File: src/rtl/telemetry_framer_if.sv
// Frame-input handshake plus uart_tx byte interface shared by telemetry_framer and its environment.
interface telemetry_framer_if #(
  parameter int NUM_CH   = 2,
  parameter int CH_WIDTH = 16
);
  logic                       frame_valid;
  logic                       frame_ready;
  logic [NUM_CH*CH_WIDTH-1:0] ch_data;
  logic [7:0]                 tx_data;
  logic                       tx_start;
  logic                       tx_busy;
  logic                       tx_done;

  // master: estimator + uart_tx side feeding the framer; slave: the framer itself
  modport master (
    output frame_valid, ch_data, tx_busy, tx_done,
    input  frame_ready, tx_data, tx_start
  );
  modport slave (
    input  frame_valid, ch_data, tx_busy, tx_done,
    output frame_ready, tx_data, tx_start
  );
endinterface

File: src/rtl/telemetry_framer.sv
// Multi-channel telemetry packetiser: header, sequence byte, big-endian sign-extended channels.
// Define TLM_CHECKSUM_EN to append an 8-bit sum of the sequence and payload bytes.
module telemetry_framer #(
  parameter int          NUM_CH    = 2,
  parameter int          CH_WIDTH  = 16,
  parameter int          HDR_BYTES = 2,
  parameter logic [31:0] HEADER    = 32'h0000DEAD
) (
  input  logic              clk,
  input  logic              rst,
  telemetry_framer_if.slave bus,
  output logic [7:0]        seq_num,
  output logic [7:0]        drop_count,
  output logic              frame_sent
);
  localparam int BPC       = (CH_WIDTH + 7) / 8;
  localparam int EXT_W     = BPC * 8;
  localparam int PAY_BYTES = NUM_CH * BPC;
`ifdef TLM_CHECKSUM_EN
  localparam int CSUM_BYTES = 1;
`else
  localparam int CSUM_BYTES = 0;
`endif
  localparam int FRAME_LEN = HDR_BYTES + 1 + PAY_BYTES + CSUM_BYTES;
  localparam int IDX_W     = $clog2(FRAME_LEN);
  localparam logic [IDX_W-1:0] LAST_IDX = IDX_W'(FRAME_LEN - 1);

  typedef enum logic [1:0] {IDLE, SEND, WAIT} state_t;

  state_t                     state_reg;
  logic [NUM_CH*CH_WIDTH-1:0] snap_reg;
  logic [IDX_W-1:0]           idx_reg;
  logic                       frame_ready_reg;
  logic                       tx_start_reg;
  logic                       frame_sent_reg;
  logic [7:0]                 tx_data_reg;
  logic [7:0]                 seq_reg;
  logic [7:0]                 drop_reg;

  // ch0 occupies the top of the payload so payload byte 0 is the first one sent
  logic [PAY_BYTES*8-1:0]     payload;
  logic [7:0]                 frame_bytes [FRAME_LEN];

  for (genvar gi = 0; gi < HDR_BYTES; gi++) begin : g_hdr
    assign frame_bytes[gi] = HEADER[(HDR_BYTES-1-gi)*8 +: 8];
  end

  assign frame_bytes[HDR_BYTES] = seq_reg;

  for (genvar gi = 0; gi < NUM_CH; gi++) begin : g_ch
    logic [EXT_W-1:0] ext;
    assign ext = EXT_W'($signed(snap_reg[gi*CH_WIDTH +: CH_WIDTH]));
    assign payload[(NUM_CH-1-gi)*EXT_W +: EXT_W] = ext;
  end

  for (genvar gi = 0; gi < PAY_BYTES; gi++) begin : g_pay
    assign frame_bytes[HDR_BYTES+1+gi] = payload[(PAY_BYTES-1-gi)*8 +: 8];
  end

`ifdef TLM_CHECKSUM_EN
  logic [7:0] csum;
  always_comb begin
    csum = seq_reg;
    for (int i = 0; i < PAY_BYTES; i++) begin
      csum = csum + payload[i*8 +: 8];
    end
  end
  assign frame_bytes[FRAME_LEN-1] = csum;
`endif

  always_ff @(posedge clk) begin
    if (rst) begin
      state_reg       <= IDLE;
      snap_reg        <= '0;
      idx_reg         <= '0;
      frame_ready_reg <= 1'b1;
      tx_start_reg    <= 1'b0;
      frame_sent_reg  <= 1'b0;
      tx_data_reg     <= 8'h00;
      seq_reg         <= 8'h00;
      drop_reg        <= 8'h00;
    end else begin
      tx_start_reg   <= 1'b0;
      frame_sent_reg <= 1'b0;
      if (bus.frame_valid && !frame_ready_reg && drop_reg != 8'hFF) begin
        drop_reg <= drop_reg + 8'd1;
      end
      case (state_reg)
        IDLE: begin
          // ready is re-raised one cycle after the frame_sent edge
          if (frame_ready_reg && bus.frame_valid) begin
            snap_reg        <= bus.ch_data;
            idx_reg         <= '0;
            frame_ready_reg <= 1'b0;
            state_reg       <= SEND;
          end else begin
            frame_ready_reg <= 1'b1;
          end
        end
        SEND: begin
          if (!bus.tx_busy) begin
            tx_data_reg  <= frame_bytes[idx_reg];
            tx_start_reg <= 1'b1;
            state_reg    <= WAIT;
          end
        end
        WAIT: begin
          if (bus.tx_done) begin
            if (idx_reg == LAST_IDX) begin
              frame_sent_reg <= 1'b1;
              seq_reg        <= seq_reg + 8'd1;
              state_reg      <= IDLE;
            end else begin
              idx_reg   <= idx_reg + IDX_W'(1);
              state_reg <= SEND;
            end
          end
        end
        default: state_reg <= IDLE;
      endcase
    end
  end

  assign bus.frame_ready = frame_ready_reg;
  assign bus.tx_start    = tx_start_reg;
  assign bus.tx_data     = tx_data_reg;
  assign seq_num         = seq_reg;
  assign drop_count      = drop_reg;
  assign frame_sent      = frame_sent_reg;
endmodule
File: src/flat_wrapper.sv
// flat-port wrapper written by rule: the top's interface ports become plain ports
module telemetry_framer_flat 
#(
  parameter int          NUM_CH    = 2,
  parameter int          CH_WIDTH  = 16,
  parameter int          HDR_BYTES = 2,
  parameter logic [31:0] HEADER    = 32'h0000DEAD
)
  (clk, rst, seq_num, drop_count, frame_sent, bus_frame_valid, bus_ch_data, bus_tx_busy, bus_tx_done, bus_frame_ready, bus_tx_data, bus_tx_start);
  telemetry_framer_if #(.NUM_CH(NUM_CH), .CH_WIDTH(CH_WIDTH)) bus_i ();
  input  logic clk;
  input  logic rst;
  output logic [7:0] seq_num;
  output logic [7:0] drop_count;
  output logic frame_sent;
  input wire logic [$bits(bus_i.frame_valid)-1:0] bus_frame_valid;
  input wire logic [$bits(bus_i.ch_data)-1:0] bus_ch_data;
  input wire logic [$bits(bus_i.tx_busy)-1:0] bus_tx_busy;
  input wire logic [$bits(bus_i.tx_done)-1:0] bus_tx_done;
  output wire logic [$bits(bus_i.frame_ready)-1:0] bus_frame_ready;
  output wire logic [$bits(bus_i.tx_data)-1:0] bus_tx_data;
  output wire logic [$bits(bus_i.tx_start)-1:0] bus_tx_start;
  assign bus_i.frame_valid = bus_frame_valid;
  assign bus_i.ch_data = bus_ch_data;
  assign bus_i.tx_busy = bus_tx_busy;
  assign bus_i.tx_done = bus_tx_done;
  assign bus_frame_ready = bus_i.frame_ready;
  assign bus_tx_data = bus_i.tx_data;
  assign bus_tx_start = bus_i.tx_start;
  telemetry_framer #(.NUM_CH(NUM_CH), .CH_WIDTH(CH_WIDTH), .HDR_BYTES(HDR_BYTES), .HEADER(HEADER)) u_core (.clk(clk), .rst(rst), .bus(bus_i), .seq_num(seq_num), .drop_count(drop_count), .frame_sent(frame_sent));
endmodule
File: config.mk
export PLATFORM = sky130hd
export DESIGN_NAME = telemetry_framer_flat
export DESIGN_NICKNAME = d
export VERILOG_FILES = /design/src/rtl/telemetry_framer_if.sv /design/src/rtl/telemetry_framer.sv /design/src/flat_wrapper.sv
export SDC_FILE = /design/constraint.sdc
export NUM_CORES = 1
export LEC_CHECK = 0
export CORE_ASPECT_RATIO = 1.5
export CORE_MARGIN = 10
export CORE_UTILIZATION = 45
export DETAILED_ROUTE_END_ITERATION = 8
export GPL_TIMING_DRIVEN = 0
export PLACE_DENSITY = 0.73
export SYNTH_ARGS = -nofsm -noshare
export SYNTH_HDL_FRONTEND = slang
export SYNTH_SLANG_ARGS = --single-unit
File: constraint.sdc
create_clock -name clk -period 1.85 [get_ports clk]
set_input_delay 0.37 -clock clk [delete_from_list [all_inputs] [get_ports clk]]
set_output_delay 0.37 -clock clk [all_outputs]
set_load 0.02 [all_outputs]
==> flow_summary.toml <==
[outcome]
status = "finished clean"

[logic_synthesis]
synthTopCellsByCount = "nand2_1, dfxtp_1, a21oi_1"
synth.most_common_cell = "nand2_1"
synth_flop_cell = "dfxtp_1"
syn_avg_cell_area_um2 = 8.36
ys_seq_area_share_pct = 45.5
yosysWarnings = 0
syn_inst = 337
synth_area_leader_cell = "dfxtp_1"
syn_nets = 378
synth_seq_cells = 64
netlist_area_um2 = 2820
async_flop_share_pct = 0
synth_cell_types = 44
synth_top_area_share_pct = 45.5
synth_edf_count = 0
synth_area_leaders = "dfxtp_1, nand2_1, a21oi_1, mux2i_1, a32o_1"

[drt]
routed_wl_um = 7460
wl_per_cell_um = 15.2
routed_via_density = 5.24
drtAntennaViolNets = 0
firstDrtPassIters = 4
num_vias = 2566
drc = 0
drt_iter0_markers = 149

[cells_and_area]
largest_register_ffs = 32
ff_latch_area_um2 = 1280
drive_above_1_share_pct = 7.21
antenna_cells = 0
area_growth_pct = 32.0
instances_no_fill = 490
fillerInstances = 557
fin_nets = 452
multiInputGateArea_um2 = 1420

[min_path]
holdPathStages = 2
hold_end = "u_core.snap_reg[2]"
hold_path.class = "reg2reg"
hp-start = "u_core.snap_reg[2]"

[critical_path]
r2r-end = "u_core.idx_reg[1]"
rr_worst_depth = 6
cp_slowest_stage_delay_ns = 0.65
crit_path_end_kind = "output pin"
path_max_fanout = 5
crit_buf_inv = 1
r2r-start = "u_core.idx_reg[0]"
cp-start-kind = "flip-flop"
crit_required_ns = 1.48
critical_path_class = "reg2out"
cp_slowest_cell = "clkdlybuf4s50_1"
crit_chain = "clkdlybuf4s50_1"
cp_data_arrival_time_ns = 1.43
crit_family = "buffers and inverters"
r2r_slack_ns = 0.13

[timing]
fmax_mhz = 557
setup_viol = 0
fin_worst_skew_ns = 0.00697
final_hold_viol_count = 0
setup_ws_ns = 0.0549
grt_setup_unrepaired = "no"
holdWs_ns = 0.456
max-slew-margin-rel_pct = 55.9
fin_crit_sh_pct = 97.0
drv_slew = 0
period_minus_slack_ns = 1.80
tightest_slew_ns = 0.661

[clock_tree]
clock_sinks = 64
worstSkewPairLatency_ns = 0.34
holdBufCountCts = 0
clk_pin_slew_ns = 0.07
htree_levels = 3
cts_max_path_buffers = 2
cts_tree = "yes"
cts_buffers = 9
cts.root.buffer_cell = "clkbuf_8"

[power_and_ir_drop]
p_per_area_nw_per_um2 = 795
peakVddDrop_mv = 0.666
power_leakage_nw = 1.33

[placed_design]
pre_cts_ws_ns = -0.167
dp_cells = 474
hpwlAfterDp_um = 5760
numPortBuffers = 63
gp_congestion = 0.882

[global_route]
grt_pass1_wl_um = 12100
grt_pass1_vias = 2527
track_usage_pct = 15.2
antenna_found_initial = 0
grt_start_max_net_pins = 11
gr-total-overflow = 0

[floorplan]
ioPinCount = 64
die-area_um2 = 9890
std_cell_rows = 35
dieWidth_um = 84.6
start_util_pct = 45.9
core_um2 = 6130
die_h_um = 117

[flow_run]
drv_cap = 0
==> placed cells by master (no fill, tap or decap), types with 2 or more instances in the layout <==
cell             Yosys  layout
o21ai_0              4       4
a32o_1               8       8
ha_1                 4       4
clkbuf_1            12      14
o211ai_1             8       8
nand4_1              2       2
nor3_1               5       5
nand2b_1             3       3
xor2_1               6       6
clkdlybuf4s50_1      0      60
nand2_1             77      77
nand3_1             16      16
dfxtp_1             64      63
and3_1               3       3
buf_2                7       7
a311o_1              3       3
clkbuf_8             0      10
nand3b_1             2       2
xnor2_1              4       4
mux2i_1             14      14
dlygate4sd2_1        0       2
buf_4                2       2
or3_1                3       3
clkinv_2             0       4
nor3b_1              2       2
o21bai_1             2       2
a21oi_1             43      43
inv_1                4       4
nor2_1              20      20
==> per-stage QoR <==
| stage | TNS, ns | cell area, um2 | utilization, % | power, mW |
|---|---|---|---|---|
| 2_1_floorplan | 0 | 2820 | - | 1.77 |
| 3_3_place_gp | -4.42 | 3540 | 57.7 | 1.95 |
| 3_5_place_dp | -4.25 | 3540 | 57.7 | 1.96 |
| 4_1_cts | 0 | 3710 | 60.5 | 2.97 |
| 5_1_grt | 0 | 3720 | 60.6 | 3.09 |
| 6_report | 0 | 3720 | 60.6 | 2.95 |
==> power by group <==
| part | total [mW] | switching, mW | internal, mW |
|---|---|---|---|
| Combinational | 0.424 | 0.224 | 0.200 |
| Sequential | 1.50 | 0.0511 | 1.45 |
| Clock | 1.03 | 0.512 | 0.514 |
| Total | 2.95 | 0.788 | 2.17 |
==> layout make-up <==
cell class	instances	share of cell area, %
clock buffers	12	3.90
clock inverters	4	0.539
multi-input cells	246	38.1
flip-flops and latches	64	34.5
repair buffers	63	17.0
plain buffers	22	2.86
well taps	74	2.49
inverters	5	0.640
==> worst max path at each step <==
stage                              start                end  slack, ns  cells past startpoint
finish                 u_core.seq_num[3]         seq_num[3]       0.05                      1
detailed placement     u_core.idx_reg[0]  u_core.idx_reg[1]      -0.17                      6
global placement                     rst  u_core.frame_sent      -0.14                      4
floorplan              u_core.idx_reg[0]  u_core.idx_reg[1]       0.15                      6
CTS                    u_core.idx_reg[0]  u_core.idx_reg[1]      0.002                      6
global route        u_core.drop_count[4]      drop_count[4]      0.009                      1
==> layer usage <==
| layer | vias to the layer above | GRT usage, % | routed length (um) |
|---|---|---|---|
| met2 | 40 | 28.1 | 4040 |
| met3 | 7 | 3.95 | 296 |
| met4 | 0 | 6.50 | 120 |
| met5 | - | 0 | 0 |
| li1 | 1317 | - | - |
| met1 | 1202 | 15.8 | 3000 |
==> cell families (layout without fill, tap and decap cells) <==
logic type / Yosys count / in the layout / synth area share [%]
AND/OR/NAND/NOR: 144 / 144 / 23.6
buffers and inverters: 27 / 106 / 4.44
multiplexers: 14 / 14 / 4.98
AO/OA/AOI/OAI: 74 / 74 / 16.6
adder cells (fa/ha/maj): 4 / 4 / 1.78
XOR/XNOR: 10 / 10 / 3.11
flip-flops: 64 / 64 / 45.5
==> worst min-delay path: cells and delay by family, from the launching register on <==
| kind | cells | cell delay, ns |
|---|---|---|
| simple gates | 1 | 0.05 |
| flops | 1 | 0.31 |
| compound gates | 1 | 0.05 |
==> repair_timing <==
item,in CTS,in global routing
resized for setup,4,3
pin swaps,0,0
setup buffers,0,0
endpoints found under the setup margin,5,2
Note: power is estimated with default switching activity, not from simulation.
